$ cat src/rtl/multibyte_add_sequencer_if.sv
// multibyte_add_sequencer_if: request/result handshake bundle for the multi-byte add sequencer
interface multibyte_add_sequencer_if #(parameter int NBYTES = 4);
    localparam int W = 8 * NBYTES;
    logic         in_valid;
    logic         in_ready;
    logic [W-1:0] a;
    logic [W-1:0] b;
    logic         carry_in;
    logic         sub;
    logic         out_valid;
    logic         out_ready;
    logic [W-1:0] result;
    logic         carry_out;
    logic         overflow;
    modport master (
        output in_valid, a, b, carry_in, sub, out_ready,
        input  in_ready, out_valid, result, carry_out, overflow
    );
    modport slave (
        input  in_valid, a, b, carry_in, sub, out_ready,
        output in_ready, out_valid, result, carry_out, overflow
    );
endinterface

$ cat src/rtl/multibyte_add_sequencer.sv
// multibyte_add_sequencer: multi-precision add/subtract, one byte per clock through a single 8-bit adder
module eight_bit_adder (
    input  logic [7:0] x,
    input  logic [7:0] y,
    input  logic       carry_in,
    output logic [7:0] sum,
    output logic       carry_out
);
    assign {carry_out, sum} = {1'b0, x} + {1'b0, y} + {8'd0, carry_in};
endmodule

module multibyte_add_sequencer #(
    parameter int NBYTES = 4
) (
    input  logic                      clk,
    input  logic                      reset,
    multibyte_add_sequencer_if.slave  bus
);
    localparam int W  = 8 * NBYTES;
    localparam int IW = (NBYTES > 1) ? $clog2(NBYTES) : 1;

    typedef enum logic [1:0] {IDLE, RUN, DONE} state_t;

    state_t        state_q, state_d;
    logic [IW-1:0] idx_q, idx_d;
    logic [W-1:0]  a_q, a_d;
    logic [W-1:0]  b_q, b_d;
    logic [W-1:0]  result_q, result_d;
    logic          cy_q, cy_d;
    logic          co_q, co_d;
    logic          ov_q, ov_d;
    logic [7:0]    x, y, sum;
    logic          add_co;
    logic          last;

    assign x    = a_q[{idx_q, 3'b000} +: 8];
    assign y    = b_q[{idx_q, 3'b000} +: 8];
    assign last = idx_q == IW'(NBYTES - 1);

    eight_bit_adder u_add (
        .x         (x),
        .y         (y),
        .carry_in  (cy_q),
        .sum       (sum),
        .carry_out (add_co)
    );

    assign bus.in_ready  = (state_q == IDLE) && !reset;
    assign bus.out_valid = state_q == DONE;
    assign bus.result    = result_q;
    assign bus.carry_out = co_q;
    assign bus.overflow  = ov_q;

    // Subtraction is A + ~B + ~borrow, so operands are conditioned once at capture time
    always_comb begin
        state_d  = state_q;
        idx_d    = idx_q;
        a_d      = a_q;
        b_d      = b_q;
        result_d = result_q;
        cy_d     = cy_q;
        co_d     = co_q;
        ov_d     = ov_q;
        if (state_q == IDLE && bus.in_valid && bus.in_ready) begin
            a_d     = bus.a;
            b_d     = bus.sub ? ~bus.b : bus.b;
            cy_d    = bus.carry_in ^ bus.sub;
            idx_d   = '0;
            state_d = RUN;
        end else if (state_q == RUN) begin
            result_d[{idx_q, 3'b000} +: 8] = sum;
            cy_d  = add_co;
            idx_d = last ? '0 : idx_q + 1'b1;
            if (last) begin
                co_d    = add_co;
                ov_d    = (x[7] == y[7]) && (sum[7] != x[7]);
                state_d = DONE;
            end
        end else if (state_q == DONE && bus.out_ready) begin
            state_d = IDLE;
        end
    end

    // State and datapath registers; reset abandons any operation in flight
    always_ff @(posedge clk) begin
        if (reset) begin
            state_q  <= IDLE;
            idx_q    <= '0;
            a_q      <= '0;
            b_q      <= '0;
            result_q <= '0;
            cy_q     <= 1'b0;
            co_q     <= 1'b0;
            ov_q     <= 1'b0;
        end else begin
            state_q  <= state_d;
            idx_q    <= idx_d;
            a_q      <= a_d;
            b_q      <= b_d;
            result_q <= result_d;
            cy_q     <= cy_d;
            co_q     <= co_d;
            ov_q     <= ov_d;
        end
    end
endmodule

$ cat src/flat_wrapper.sv
// flat-port wrapper written by rule: the top's interface ports become plain ports
module multibyte_add_sequencer_flat 
#(
    parameter int NBYTES = 4
)
  (clk, reset, bus_in_valid, bus_a, bus_b, bus_carry_in, bus_sub, bus_out_ready, bus_in_ready, bus_out_valid, bus_result, bus_carry_out, bus_overflow);
  multibyte_add_sequencer_if #(.NBYTES(NBYTES)) bus_i ();
  input  logic clk;
  input  logic reset;
  input wire logic [$bits(bus_i.in_valid)-1:0] bus_in_valid;
  input wire logic [$bits(bus_i.a)-1:0] bus_a;
  input wire logic [$bits(bus_i.b)-1:0] bus_b;
  input wire logic [$bits(bus_i.carry_in)-1:0] bus_carry_in;
  input wire logic [$bits(bus_i.sub)-1:0] bus_sub;
  input wire logic [$bits(bus_i.out_ready)-1:0] bus_out_ready;
  output wire logic [$bits(bus_i.in_ready)-1:0] bus_in_ready;
  output wire logic [$bits(bus_i.out_valid)-1:0] bus_out_valid;
  output wire logic [$bits(bus_i.result)-1:0] bus_result;
  output wire logic [$bits(bus_i.carry_out)-1:0] bus_carry_out;
  output wire logic [$bits(bus_i.overflow)-1:0] bus_overflow;
  assign bus_i.in_valid = bus_in_valid;
  assign bus_i.a = bus_a;
  assign bus_i.b = bus_b;
  assign bus_i.carry_in = bus_carry_in;
  assign bus_i.sub = bus_sub;
  assign bus_i.out_ready = bus_out_ready;
  assign bus_in_ready = bus_i.in_ready;
  assign bus_out_valid = bus_i.out_valid;
  assign bus_result = bus_i.result;
  assign bus_carry_out = bus_i.carry_out;
  assign bus_overflow = bus_i.overflow;
  multibyte_add_sequencer #(.NBYTES(NBYTES)) u_core (.clk(clk), .reset(reset), .bus(bus_i));
endmodule
$ cat config.mk
export PLATFORM = sky130hd
export DESIGN_NAME = multibyte_add_sequencer_flat
export DESIGN_NICKNAME = d
export VERILOG_FILES = /design/src/rtl/multibyte_add_sequencer_if.sv /design/src/rtl/multibyte_add_sequencer.sv /design/src/flat_wrapper.sv
export SDC_FILE = /design/constraint.sdc
export NUM_CORES = 1
export LEC_CHECK = 0
export CORE_MARGIN = 4
export CORE_UTILIZATION = 33
export DETAILED_ROUTE_END_ITERATION = 8
export SLEW_MARGIN = 0
export SYNTH_ARGS = -nofsm -noshare
export SYNTH_HDL_FRONTEND = slang
export SYNTH_SLANG_ARGS = --single-unit
$ cat constraint.sdc
create_clock -name clk -period 6.8 [get_ports clk]
set_clock_uncertainty 0.15 [all_clocks]
set_input_delay 1.36 -clock clk [delete_from_list [all_inputs] [get_ports clk]]
set_output_delay 1.36 -clock clk [all_outputs]
set_load 0.005 [all_outputs]
==> impl_metrics.ini <==
[timing]
rsz0062_at_grt = false
hold_viol = 0
setup_tns_ps = 0
tightest_slew_ps = 1090
setup_viol = 0
fmax_mhz = 229
period_minus_slack_ps = 4370
max_slew_margin = 0.275
min_period_over_period = 0.643
slew_violations = 0

[global_routing]
grt_max_degree = 113
grt_pass1_vias = 3758
grt_usage = 0.144
overflow = 0
antenna_found_initial = 0
grt_pass1_wl_mm = 18.9

[critical_path]
reg2reg_to = u_core.bus.result[30]
cp_max_fo = 112
crit_slowest_cell = buf_4
worstReg2RegStart = u_core.idx_q[0]
critPathRequiredTime_ps = 5290
cp-end-kind = output pin
crit_type = input pin to output pin
worst-r2r-cell-count = 8
crit_family = buffers and inverters
reg2reg_slack_ps = 2900
path_cells = buf_4 -> nor3_1 -> clkdlybuf4s50_1
crit_path_max_incr_delay_ps = 750
crit_buf_inv = 2
arrival_ps = 2860
start_kind = input pin

[placement]
gp_congestion = 0.849
dp_hpwl_mm = 8.78
portBuffers = 105

[drt]
antenna_left = 0
wirelength_mm = 11.7
route.detailed.drc = 0
drt-pass1-iter-count = 4
dr_total_vias = 3830
viasPerCell = 5.01
drt_iter0_markers = 194
wire_per_inst_um = 15.3

[hold_path]
hp-class = flop to flop
hold_path_depth = 2
worstHoldStart = u_core.a_q[0]
hold_end = u_core.a_q[0]

[floorplan]
start_util = 0.339
die_w_um = 128
io_pins = 106
rows = 43
die_area_um2 = 16300
core_um2 = 13900
chipHeight_um = 128

[clock_tree]
htree_levels = 3
cts_hold_buf = 0
clk_pin_slew_worst_paths_ps = 70
post_cts_buffers = 0
cts_resized = 0
clock_path_buffers = 2
clock_latency_ps = 330
cts_buffers = 9
cts_root_buffer = clkbuf_16
cts_sinks = 103
cts_tree = done

[synthesis]
ys_warn_count = 0
synth-async-reset-ratio = 0
syn-instance-count = 495
postSynthNetCount = 580
syn_area_um2 = 4730
ys_ff_latch = 103
synth_edf_count = 0
avgSynthCellArea_um2 = 9.55
ys_seq_area_frac = 0.436
synth_cell_types = 43
yosys_most_used_dff = dfxtp_1

[run_status]
status = finished, final reports clean

[final_layout]
n_antenna_cell = 0
area_growth_pct = 30.8
drive_above_1_share = 0.0752
finalNetCount = 665

[power]
p_total_uw = 1350
p_leak_uw = 0.00211
pwr_density_cell_nw_per_um2 = 217
vdd_ir_drop_max_v = 0.000140

[flow_run]
maxCapViolations = 0
flip-flops by register name (all words and copies together), names as in the netlist:
register,cells
u_core.bus.result,32
u_core.idx_q,2
u_core.bus.overflow,1
u_core.bus.carry_out,1
u_core.b_q,32
u_core.a_q,32
u_core.state_q,2
u_core.cy_q,1
synth_stat cells, types with 13 or more instances:
master,number,area [um2]
a211oi_1,33,248
clkbuf_1,19,71.3
a22oi_1,14,105
mux4_2,16,360
xnor2_1,33,289
ha_1,13,163
nand2_1,66,248
a21oi_1,36,180
nor2_1,57,214
dfxtp_1,103,2060
nand3b_1,18,135
buf_2,13,65.1
layer usage:
metal  vias up  part of all wire  GRT usage
li1       1939                 -          -
met1      1768              0.46      0.192
met2       114              0.47      0.240
met3         9             0.061     0.0292
met4         0            0.0083     0.0350
met5         -                 0          0
cell type report:
cell class / count / area, um2
fill: 1325 / 7750
multi-input combinational: 354 / 2520
sequential: 103 / 2060
timing repair buffer: 109 / 1070
clock buffer: 10 / 229
tap: 180 / 225
clock inverter: 6 / 67.6
inverter: 3 / 11.3
logic make-up after synthesis:
logic type / share of synthesized area
AOI/OAI and AO/OA: 0.173
buffers and inverters: 0.0336
muxes: 0.0762
and+or+nand+nor: 0.171
adders and majority gates: 0.0429
DFF: 0.436
xor gates and xnor gates: 0.0667
metrics by stage:
stage / util / cell area [um2] / std cells / setup slack [ps] / hold slack [ps]
floorplan: - / 4730 / 495 / 3260 / 283
global placement: 0.423 / 5890 / 749 / 2490 / 293
detailed placement: 0.423 / 5890 / 749 / 2460 / 297
CTS: 0.444 / 6190 / 765 / 2460 / 307
global route: 0.444 / 6190 / 765 / 2300 / 321
finish: 0.444 / 6190 / 765 / 2430 / 304
power by group:
part	switching, uW	internal [uW]
registers	16.4	628
clock network	222	288
logic	94.7	96.8
total	333	1010
worst max-delay path by stage:
stage,from,end,slack (ps),depth (start not counted)
floorplan,u_core.idx_q[0],u_core.bus.result[14],3260,9
global placement,reset,bus_in_ready,2490,3
detailed placement,reset,bus_in_ready,2460,3
CTS,reset,bus_in_ready,2460,3
global route,reset,bus_in_ready,2300,3
finish,reset,bus_in_ready,2430,3
tightest hold or removal path, delay by kind of cell, from the launching register on:
kind            cells  cell delay (ps)
flops               1              310
simple gates        1               50
compound gates      1               50
layout by cell type, fill, tap and decap left out, types with 2 or more instances in the layout:
cell,synthesis,routed
nand3b_1,18,18
a21o_1,3,3
a22oi_1,14,14
inv_1,3,3
a311oi_1,2,2
o211ai_1,2,2
o41ai_1,4,4
clkdlybuf4s50_1,0,103
nand2b_1,6,6
xor2_1,3,3
ha_1,13,13
a211oi_1,33,33
o21bai_1,3,3
nor2b_1,3,3
a21oi_1,36,36
nor2_1,57,57
clkinvlp_4,0,2
mux4_2,16,16
xnor2_1,33,33
nand2_1,66,66
o21ai_0,10,10
clkbuf_16,0,9
fa_1,2,2
a31oi_1,2,2
and2_1,2,2
a32oi_1,8,8
dfxtp_1,103,103
inv_6,0,2
nor4_4,2,2
buf_4,0,5
No activity file was read; power rests on OpenSTA's default activity.
